--- src/rtl/vga_1bit_scan.sv ---
// vga_1bit_scan: VGA timing plus MSB-first 1-bit serialiser fed from a 16-bit FIFO.
// Optional feature macro VGA_UNDERFLOW_CNT_EN builds the 16-bit underflow counter.
module vga_1bit_scan #(
  parameter int CLK_DIV  = 2,
  parameter int H_ACTIVE = 640,
  parameter int H_FP     = 16,
  parameter int H_SYNC   = 96,
  parameter int H_BP     = 48,
  parameter int V_ACTIVE = 480,
  parameter int V_FP     = 10,
  parameter int V_SYNC   = 2,
  parameter int V_BP     = 33
) (
  input  logic        clk,
  input  logic        reset,
  input  logic        enable,
  output logic        fifo_read_read,
  input  logic [15:0] fifo_read_readdata,
  input  logic        fifo_rdempty,
  output logic        vga_hs,
  output logic        vga_vs,
  output logic        vga_pixel,
  output logic        frame_start,
  output logic        underflow,
  input  logic        underflow_clr,
  output logic [15:0] underflow_cnt
);

  localparam int H_TOTAL = H_ACTIVE + H_FP + H_SYNC + H_BP;
  localparam int V_TOTAL = V_ACTIVE + V_FP + V_SYNC + V_BP;
  localparam int HW = $clog2(H_TOTAL);
  localparam int VW = $clog2(V_TOTAL);
  localparam int DW = (CLK_DIV > 1) ? $clog2(CLK_DIV) : 1;

  localparam logic [DW-1:0] DIV_LAST = DW'(CLK_DIV - 1);
  localparam logic [HW-1:0] H_LAST   = HW'(H_TOTAL - 1);
  localparam logic [VW-1:0] V_LAST   = VW'(V_TOTAL - 1);
  localparam logic [HW-1:0] H_ACT    = HW'(H_ACTIVE);
  localparam logic [VW-1:0] V_ACT    = VW'(V_ACTIVE);
  localparam logic [HW-1:0] HS_BEG   = HW'(H_ACTIVE + H_FP);
  localparam logic [HW-1:0] HS_END   = HW'(H_ACTIVE + H_FP + H_SYNC);
  localparam logic [VW-1:0] VS_BEG   = VW'(V_ACTIVE + V_FP);
  localparam logic [VW-1:0] VS_END   = VW'(V_ACTIVE + V_FP + V_SYNC);

  typedef enum logic [1:0] {
    PF_IDLE,
    PF_READ,
    PF_CAPTURE
  } pf_e;

  logic [DW-1:0] div_cnt_q, div_cnt_d;
  logic [HW-1:0] h_cnt_q, h_cnt_d;
  logic [VW-1:0] v_cnt_q, v_cnt_d;
  logic [15:0]   shreg_q, shreg_d;
  logic [15:0]   word_buf_q, word_buf_d;
  logic          buf_valid_q, buf_valid_d;
  pf_e           pf_q, pf_d;
  logic          rd_q, rd_d;
  logic          hs_q, hs_d;
  logic          vs_q, vs_d;
  logic          pix_q, pix_d;
  logic          fs_q, fs_d;
  logic          uf_q, uf_d;
  logic          pix_en;
  logic          word_ld;
  logic          uf_evt;

  always_comb begin
    pix_en      = enable && (div_cnt_q == DIV_LAST);
    div_cnt_d   = div_cnt_q;
    h_cnt_d     = h_cnt_q;
    v_cnt_d     = v_cnt_q;
    shreg_d     = shreg_q;
    word_buf_d  = word_buf_q;
    buf_valid_d = buf_valid_q;
    pf_d        = pf_q;
    rd_d        = 1'b0;
    hs_d        = hs_q;
    vs_d        = vs_q;
    pix_d       = pix_q;
    fs_d        = 1'b0;
    word_ld     = 1'b0;

    if (!enable) begin
      div_cnt_d = '0;
      h_cnt_d   = '0;
      v_cnt_d   = '0;
      hs_d      = 1'b1;
      vs_d      = 1'b1;
      pix_d     = 1'b0;
    end else begin
      div_cnt_d = pix_en ? '0 : div_cnt_q + DW'(1);
      if (pix_en) begin
        if (h_cnt_q == H_LAST) begin
          h_cnt_d = '0;
          v_cnt_d = (v_cnt_q == V_LAST) ? '0 : v_cnt_q + VW'(1);
        end else begin
          h_cnt_d = h_cnt_q + HW'(1);
        end
        hs_d = !((h_cnt_q >= HS_BEG) && (h_cnt_q < HS_END));
        vs_d = !((v_cnt_q >= VS_BEG) && (v_cnt_q < VS_END));
        fs_d = (h_cnt_q == '0) && (v_cnt_q == '0);
        if ((h_cnt_q < H_ACT) && (v_cnt_q < V_ACT)) begin
          if (h_cnt_q[3:0] == 4'd0) begin
            // An empty buffer serialises as an all-zero word.
            word_ld     = 1'b1;
            pix_d       = buf_valid_q & word_buf_q[15];
            shreg_d     = buf_valid_q ? {word_buf_q[14:0], 1'b0} : '0;
            buf_valid_d = 1'b0;
          end else begin
            pix_d   = shreg_q[15];
            shreg_d = {shreg_q[14:0], 1'b0};
          end
        end else begin
          pix_d = 1'b0;
        end
      end
    end

    // Capture comes after the load so a same-cycle fill leaves the buffer valid.
    unique case (pf_q)
      PF_IDLE: begin
        if (enable && !buf_valid_q && !fifo_rdempty) begin
          rd_d = 1'b1;
          pf_d = PF_READ;
        end
      end
      PF_READ: pf_d = PF_CAPTURE;
      PF_CAPTURE: begin
        word_buf_d  = fifo_read_readdata;
        buf_valid_d = 1'b1;
        pf_d        = PF_IDLE;
      end
      default: pf_d = PF_IDLE;
    endcase

    uf_evt = word_ld && !buf_valid_q;
    if (uf_evt) begin
      uf_d = 1'b1;
    end else if (underflow_clr) begin
      uf_d = 1'b0;
    end else begin
      uf_d = uf_q;
    end
  end

  always_ff @(posedge clk) begin
    if (reset) begin
      div_cnt_q   <= '0;
      h_cnt_q     <= '0;
      v_cnt_q     <= '0;
      shreg_q     <= '0;
      word_buf_q  <= '0;
      buf_valid_q <= 1'b0;
      pf_q        <= PF_IDLE;
      rd_q        <= 1'b0;
      hs_q        <= 1'b1;
      vs_q        <= 1'b1;
      pix_q       <= 1'b0;
      fs_q        <= 1'b0;
      uf_q        <= 1'b0;
    end else begin
      div_cnt_q   <= div_cnt_d;
      h_cnt_q     <= h_cnt_d;
      v_cnt_q     <= v_cnt_d;
      shreg_q     <= shreg_d;
      word_buf_q  <= word_buf_d;
      buf_valid_q <= buf_valid_d;
      pf_q        <= pf_d;
      rd_q        <= rd_d;
      hs_q        <= hs_d;
      vs_q        <= vs_d;
      pix_q       <= pix_d;
      fs_q        <= fs_d;
      uf_q        <= uf_d;
    end
  end

`ifdef VGA_UNDERFLOW_CNT_EN
  logic [15:0] ucnt_q, ucnt_d;

  always_comb begin
    ucnt_d = ucnt_q;
    if (uf_evt) begin
      if (ucnt_q != 16'hFFFF) begin
        ucnt_d = ucnt_q + 16'd1;
      end
    end else if (underflow_clr) begin
      ucnt_d = '0;
    end
  end

  always_ff @(posedge clk) begin
    if (reset) begin
      ucnt_q <= '0;
    end else begin
      ucnt_q <= ucnt_d;
    end
  end

  assign underflow_cnt = ucnt_q;
`else
  assign underflow_cnt = 16'h0;
`endif

  assign fifo_read_read = rd_q;
  assign vga_hs         = hs_q;
  assign vga_vs         = vs_q;
  assign vga_pixel      = pix_q;
  assign frame_start    = fs_q;
  assign underflow      = uf_q;

endmodule

--- config.mk ---
export PLATFORM = sky130hd
export DESIGN_NAME = vga_1bit_scan
export DESIGN_NICKNAME = d
export VERILOG_FILES = /design/src/rtl/vga_1bit_scan.sv
export SDC_FILE = /design/constraint.sdc
export NUM_CORES = 1
export LEC_CHECK = 0
export ABC_AREA = 1
export BUFFER_PORTS_ARGS = -buffer_cell sky130_fd_sc_hd__buf_2
export CAP_MARGIN = 30
export CORE_MARGIN = 10
export CORE_UTILIZATION = 25
export DETAILED_ROUTE_END_ITERATION = 12
export PLACE_DENSITY_LB_ADDON = 0.3
export SLEW_MARGIN = 20
export SYNTH_ARGS = -nofsm -noshare
export SYNTH_HDL_FRONTEND = slang
export SYNTH_SLANG_ARGS = --single-unit
--- constraint.sdc ---
create_clock -name clk -period 1.5 [get_ports clk]
set_clock_uncertainty 0.2 [all_clocks]
set_input_delay 0 -clock clk [delete_from_list [all_inputs] [get_ports clk]]
set_output_delay 0 -clock clk [all_outputs]
set_load 0.01 [all_outputs]
Word-level counts from Yosys, hierarchy flattened
Cells that the tools add are included.
- bits in registers: 62
- bits in latches: 0
- memory bits (writable): 0
- bits in read-only memories: 0
- input port bits: 21
- output and inout bits: 22
- logic and storage cells: 79
- memories: 0
- add/sub/neg operators: 3
- $mul: 0
- divide/modulo/power cells: 0
- $lt $le $gt $ge: 6
- equality and inequality tests: 5
- shift-type cells: 0
- multiplexer cells: 20
- bitwise operators: 4
- reductions and logical operators: 28
- operators with widths (kind ; count):
    2-to-1 mux 16 bit ; 2
    adder 10 x 1 -> 10 bit, second input constant ; 2
    == test 10 bit, second input constant ; 2
    zero test 10 bit ; 2
    < comparator 10 bit, second input constant ; 2
    < comparator 10 x 9 -> 1 bit, second input constant ; 2
    2-to-1 mux 10 bit ; 2
    2-to-1 mux 1 bit ; 14
    greater-or-equal comparator 10 bit, second input constant ; 1
    greater-or-equal comparator 10 x 9 -> 1 bit, second input constant ; 1
    nonzero test 2 bit ; 5
    logical AND 1 bit ; 8
    OR reduction 3 bit ; 2
    zero test 1 bit ; 4
    zero test 4 bit ; 1
    case mux 2 bit (2 select lines) ; 1
    AND reduction 4 bit ; 1
    OR reduction 2 bit ; 2
    inverter 1 bit ; 3
    AND reduction 3 bit ; 1
    == test 2 x 1 -> 1 bit, second input constant ; 1
    == test 2 bit, second input constant ; 1
    zero test 2 bit ; 1
    2-to-1 mux 2 bit ; 1
    4 further kinds ; 4

Longest topological paths before layout
Gate-level depths: netlist of the first run.
- depth in word-level cells: 7
- gate-level depth with buffers: 10
- depth with buffers taken out: 9

Least setup slack after synthesis of the first run
No wires, ideal clock.
- path type: register to register
- start point: register h_cnt_q[0]
- end point: register shreg_q[10]
- library setup time: 113 ps
- data arrival time: 1314 ps
- data required time: 1187 ps
- setup slack: -127 ps
- stages on the path, launching flop included: 10
- buffers on the path: 1
- period minus slack after synthesis: 1627 ps
- cell sequence: dfxtp_1 inv_1 ha_1 nand2_2 clkinv_1 buf_2 nand3_1 nand4_1 nand2_1 nor2_1
- cells in the longest elaborated chain, start to end: 3
- elaborated cells on any way between the ends: 5
- those cells by class: order compare (1); mux (1); reduce/logical (3)
- ends and longest elaborated chain (what ; RTL line ; text):
    start, declared ; 52 ; logic [HW-1:0] h_cnt_q, h_cnt_d;
    start signal, assigned ; 164 ; h_cnt_q <= h_cnt_d;
    < comparator 10 bit ; 103 ; if ((h_cnt_q < H_ACT) && (v_cnt_q < V_ACT)) begin
    logical AND 1 bit ; 103 ;
    AND reduction 3 bit (no line) ; -- ;
    end signal, assigned ; 166 ; shreg_q <= shreg_d;
    end, declared ; 54 ; logic [15:0] shreg_q, shreg_d;
Several ways; a longest one is shown, not always the timed one.
A chain may end at the register's enable or synchronous reset.

Final worst setup path of the first run
- start point: register h_cnt_q[9]
- end point: register buf_valid_q
- cells in the longest elaborated chain, start to end: 4
- ends and longest elaborated chain (what ; RTL line ; text):
    < comparator 10 bit ; 103 ;
    logical AND 1 bit ; 103 ;
    nonzero test 2 bit (no line) ; -- ;
    AND reduction 4 bit (no line) ; -- ;
    end signal, assigned ; 168 ; buf_valid_q <= buf_valid_d;
    end, declared ; 56 ; logic buf_valid_q, buf_valid_d;
Every way passes these cells.

==> flow_summary.yaml, run 1 <==
floorplanning:
  start_util: 0.258
  core-area_um2: 11600
  die-area_um2: 16700
  die_w_um: 129
  num_rows: 39
  pin_count: 43
  fp.dieH_um: 129
worst_setup_path:
  reg2reg_depth: 8
  crit_cells: 8
  slowest_stage: "dfxtp_2"
  crit_fanout: 8
  path_class: "reg2reg"
  path_common_cell: "buf_6"
  crit_chain: "nand2_2 -> inv_4 -> buf_6 -> nor3_4 -> buf_6 -> nand3_2 -> nand2_1 -> a21oi_1"
  path_delay_family: "simple AND/OR/NAND/NOR gates"
  worstPathRequired_ns: 1.52
  slowest_delay_ns: 0.33
  crit_path_start_kind: "flip-flop"
  cp_num_buf_inv: 3
  end_kind: "flip-flop"
  arrival_ns: 1.56
global_route:
  grt_pass1_vias: 2850
  gr-total-overflow: 0
  track_usage: 0.102
  grt_pass1_wl_um: 13800
  use_met1: 0.121
  gr-usage-met3: 0.0330
  antenna_found_initial: 0
  grt_max_degree: 32
  top_usage_layer: "met2"
  met2_usage: 0.165
cells_and_area:
  nets: 568
  diodes: 0
  drive_above_1_share: 0.296
  fin_util: 0.384
  finalNonFillerCells: 690
  syn_to_final_growth_pct: 48.9
timing:
  final_hold_viol_count: 1
  maxSlewViolCount: 0
  min_period_ns: 1.55
  setup_ws_ns: -0.0452
  rsz0062_at_grt: "yes"
  setup_viol: 22
  max_freq_mhz: 647
  period_share: 1.03
  worst_hold_slack_ns: -0.0151
routing:
  wl_per_cell_um: 12.6
  vias: 3113
  drt_iter0_drc: 148
  drt_wl_total_um: 8690
  viasPerCell: 4.51
  drc: 0
  drt_pass1_iterations: 4
  ant_nets: 0
yosys:
  synth_most_common_cell: "nor2_1"
  ys_seq_area_frac: 0.410
  yosys.cell_types.count: 26
  synthSimpleGateAreaFrac: 0.379
  synth.avg_cell_area_um2: 6.73
  synth-main-ff-cell: "dfxtp_1"
  synth_fa_ha_area_frac: 0.0210
  synth-compound-area-share: 0.0739
  netlist_top_cells_area: "dfxtp_1 41%, nor2_1 12%, nand2_1 12%"
  synth_xor_area_frac: 0.00294
  netlist_top_cells_count: "99 x nor2_1, 93 x nand2_1, 61 x dfxtp_1"
  synth-seq-cells: 61
  synth_top_area_share: 0.410
  synth_area_um2: 2980
  synthMuxAreaShare: 0
  ys_warn_count: 0
  synth-edff-count: 0
  synth_top_area_cell: "dfxtp_1"
  synth_top_family_by_area: "simple AND/OR/NAND/NOR gates"
  syn_inst: 443
  async_flop_share: 0
clock_tree:
  cts_made_buffers: 9
  cts-root-buf: "clkbuf_16"
  worstSkewPairLatency_ns: 0.33
  cts.path.max_buffers: 2
  htree_num_levels: 3
  clock_sinks: 61
  cts_tree: "built"
  path_clk_slew_ns: 0.05
pwr:
  comb_power_share: 0.077
  power_switching_mw: 0.920
  powerDensity_nw_per_um2: 942
  power_leakage_nw: 1.83
  p_int_mw: 3.26
  peakVddDrop_v: 0.000631
  switching_share: 0.220
  seqPwrFrac: 0.404
  clock_power_share: 0.519
placement:
  post-place-cells: 641
  dp_hpwl_um: 5660
  portBuffers: 26
  gp_congestion: 0.849
run:
  cap_violations: 0
worst_hold_path:
  hold_path_class: "in2reg"
  hold_depth: 5
run_status:
  status: "complete, but fails checks"
  violations: "negative hold slack, negative setup slack"
[cell families (layout without fill, tap and decap cells)]
family | Yosys count | count (layout)
xor gates and xnor gates | 1 | 1
buffers and inverters | 68 | 157
and+or+nand+nor | 264 | 264
adders and majority gates | 5 | 5
AOI/OAI and AO/OA | 43 | 43
DFF | 61 | 61
other | 1 | 16
[cell type report]
type / instances / area (µm²)
Fill cell: 1184 / 7130
Multi-Input combinational cell: 329 / 1680
Clock inverter: 4 / 72.6
Sequential cell: 61 / 1240
Tap cell: 143 / 179
Timing Repair inverter: 2 / 17.5
Clock buffer: 12 / 236
Inverter: 38 / 173
Timing Repair Buffer: 101 / 846
[state kept, by name (all words and copies together), names as in the netlist, 2 cells and up]
register and cells:
h_cnt_q 10, pf_q 2, shreg_q 15, v_cnt_q 10, word_buf_q 16
[power by group through the flow]
stage,logic [mW],clock network (mW),registers [mW]
floorplan,0.180,0,1.72
CTS,0.295,2.22,1.69
finish,0.323,2.17,1.69
global route,0.360,2.29,1.69
detailed placement,0.239,0,1.72
global placement,0.237,0,1.72
[per-stage QoR]
step / area, µm² / power, mW / worst slack (ns) / hold slack, ns / setup TNS [ns]
floorplan: 3060 / 1.90 / 0.000570 / -0.131 / 0
global placement: 3520 / 1.96 / -0.0845 / -0.0206 / -1.52
detailed placement: 3520 / 1.96 / -0.109 / -0.0190 / -1.80
CTS: 4190 / 4.20 / -0.0845 / -0.0275 / -0.929
global route: 4440 / 4.34 / -0.150 / 0.0268 / -3.01
finish: 4440 / 4.18 / -0.0452 / -0.0151 / -0.486
[layer usage]
layer,wire [µm],vias to the layer above
met5,0,-
met1,3800,1420
li1,-,1601
met2,4170,78
met3,547,14
met4,167,0
[layout by cell type, fill, tap and decap left out, drive strengths merged]
cell type    count
xor2             1
ha               5
o2111ai          1
nor2           101
bufinv           2
nand2           96
o21ai           25
clkinvlp         1
nand3           34
dfxtp           61
nor4             1
clkbuf          14
nor3             8
inv             36
clkinv           5
a21oi           16
dlygate4sd3     20
conb            16
nand4           23
o22ai            1
or2              1
buf             79
[worst min-delay path, stage by stage]
cell	delay [ns]
buf_2	0.14
nand2_2	0.14
nor2_2	0.07
nand2_1	0.06
a21oi_1	0.05
[final timing paths]
check | from | to | slack [ns]
setup reg to reg | h_cnt_q[9]$_SDFFE_PP0P_ | buf_valid_q$_SDFFE_PP0P_ | -0.05
setup / recovery | h_cnt_q[9]$_SDFFE_PP0P_ | buf_valid_q$_SDFFE_PP0P_ | -0.05
hold / removal | enable | v_cnt_q[8]$_SDFFE_PP0P_ | -0.02
hold reg to reg | pf_q[1]$_SDFFE_PP0P_ | pf_q[1]$_SDFFE_PP0P_ | 0.22
[timing repair]
action | CTS | global route
endpoints found under the setup margin | 36 | 51
pin swaps | 8 | 20
gates resized for setup | 29 | 61
gates cloned | 2 | 4
hold buffers | 19 | 1
buffers inserted | 3 | 4
endpoints found under the hold margin | 30 | 2
Power figures use the tool's default switching activity.
==> inputs of run 2 (changes only) <==
--- a/config.mk
+++ b/config.mk
@@ -9,9 +9,10 @@
 export BUFFER_PORTS_ARGS = -buffer_cell sky130_fd_sc_hd__buf_2
 export CAP_MARGIN = 30
 export CORE_MARGIN = 10
-export CORE_UTILIZATION = 25
+export CORE_UTILIZATION = 51
 export DETAILED_ROUTE_END_ITERATION = 12
 export PLACE_DENSITY_LB_ADDON = 0.3
+export SKIP_CTS_REPAIR_TIMING = 1
 export SLEW_MARGIN = 20
 export SYNTH_ARGS = -nofsm -noshare
 export SYNTH_HDL_FRONTEND = slang
==> run 2 against run 1 <==
Net effect: cell area shrank 8.6%; die area shrank 44%; non-clock buffer count shrank 7; hold slack lost 0.037 ns; clock power shrank 28%; the run still ends with negative hold slack, negative setup slack left; clock-buffer cell count grew 1; first-iteration DRC count shrank 2.0%; global-route usage grew 6.4 points.
==> flow_summary.yaml, run 2 (synthesis gave the netlist of run 1 again) <==
worst_setup_path:
  crit_path_start_kind: "flip-flop"
  crit_fanout: 3
  path_class: "reg2reg"
  end_kind: "flip-flop"
  cp_num_buf_inv: 1
  slowest_delay_ns: 0.37
  arrival_ns: 1.59
  path_common_cell: "nand3_2"
  slowest_stage: "dfxtp_4"
  path_delay_family: "simple AND/OR/NAND/NOR gates"
  crit_chain: "ha_4 -> nand3_2 -> nor2_4 -> nand3_2 -> buf_4 -> o21ai_1 -> a21oi_1"
  worstPathRequired_ns: 1.54
global_route:
  antenna_found_initial: 0
  gr-usage-met3: 0.0463
  grt_pass1_wl_um: 12500
  grt_pass1_vias: 2834
  gr-total-overflow: 0
  met2_usage: 0.292
  use_met1: 0.191
  track_usage: 0.166
  grt_max_degree: 32
  top_usage_layer: "met2"
worst_hold_path:
  hold_path_class: "in2reg"
timing:
  setup_viol: 15
  max_freq_mhz: 645
  min_period_ns: 1.55
  period_share: 1.03
  worst_hold_slack_ns: -0.0518
  totalNegativeSetupSlack_ns: -0.251
  maxSlewViolCount: 0
  setup_ws_ns: -0.0504
  rsz0062_at_grt: "yes"
  final_hold_viol_count: 10
pwr:
  power.total_mw: 3.54
  power_leakage_nw: 1.73
  peakVddDrop_v: 0.000668
  powerDensity_nw_per_um2: 874
placement:
  place_area_um2: 3440
  dp_hpwl_um: 5270
  gp_congestion: 0.860
  portBuffers: 26
  post-place-cells: 571
routing:
  wl_per_cell_um: 13.3
  vias: 3138
  drt_pass1_iterations: 4
  drc: 0
  drt_wl_total_um: 8120
  viasPerCell: 5.14
  drt_iter0_drc: 145
  ant_nets: 0
cells_and_area:
  layout_commonest_cell: "nor2_1"
  final_area_um2: 4060
  nets: 560
  reg_top3: "word_buf_q (16), shreg_q (15)"
  drive_above_1_share: 0.256
  syn_to_final_growth_pct: 36.1
  diodes: 0
  final_cell_mix: "92 x nor2_1, 87 x nand2_1, 52 x dfxtp_1"
  largest_reg_flops: 16
  finalNonFillerCells: 611
  top_register: "word_buf_q"
clock_tree:
  cts_tree: "built"
  cts.path.max_buffers: 2
  htree_num_levels: 3
  cts_made_buffers: 9
  clock_sinks: 61
  path_clk_slew_ns: 0.07
  worstSkewPairLatency_ns: 0.35
  cts-root-buf: "clkbuf_8"
floorplanning:
  core-area_um2: 5570
  die-area_um2: 9300
  num_rows: 27
  pin_count: 43
  die_w_um: 96.4
  start_util: 0.535
  fp.dieH_um: 96.4
run:
  cap_violations: 0
run_status:
  status: "complete, but fails checks"
  violations: "negative hold slack, negative setup slack"
## run 2: changes by cell type in the layout (fill, tap and decap cells not counted), moves of 5 or more
cell and delta:
clkbuf_16 -11, clkbuf_8 +12, nor2_1 +5, nand2_1 +8, nor2_2 -6, nand2_2 -8
## run 2: worst min-delay path, delay by kind of cell
family                 cells  cell delay [ns]
buffers and inverters      2             0.29
AO/OA/AOI/OAI              1             0.06
AND/OR/NAND/NOR            1             0.12
## run 2: final cells by class
class / count / area, µm²
Timing Repair inverter: 1 / 5.00
Multi-Input combinational cell: 329 / 1630
Clock buffer: 13 / 169
Clock inverter: 3 / 42.5
Tap cell: 72 / 90.1
Sequential cell: 61 / 1230
Fill cell: 451 / 1520
Timing Repair Buffer: 94 / 731
Inverter: 38 / 156
## run 2: path summary, 6_finish.rpt
kind,slack [ns],end,from,cells past startpoint
setup / recovery,-0.05,v_cnt_q[0]$_SDFFE_PP0P_,h_cnt_q[0]$_SDFFE_PP0P_,7
hold / removal,-0.05,h_cnt_q[1]$_SDFFE_PP0P_,enable,4
setup reg to reg,-0.05,v_cnt_q[0]$_SDFFE_PP0P_,h_cnt_q[0]$_SDFFE_PP0P_,7
hold reg to reg,0.22,pf_q[1]$_SDFFE_PP0P_,pf_q[1]$_SDFFE_PP0P_,1
## run 2: through the flow
stage	setup slack, ns	util
floorplan	0.000570	-
global placement	-0.165	0.618
finish	-0.0504	0.727
global route	-0.128	0.727
CTS	-0.258	0.656
detailed placement	-0.197	0.618
## run 2: power by group
part | switching, mW | total (mW) | internal, mW
clock | 0.658 | 1.56 | 0.901
sequential | 0.0254 | 1.69 | 1.66
combinational | 0.168 | 0.300 | 0.132
total | 0.851 | 3.54 | 2.69
## run 2: metal layers
layer / routed length [µm] / share of wire
met4: 105 / 0.013
met2: 4220 / 0.52
met5: 0 / 0
met1: 3300 / 0.41
met3: 490 / 0.060
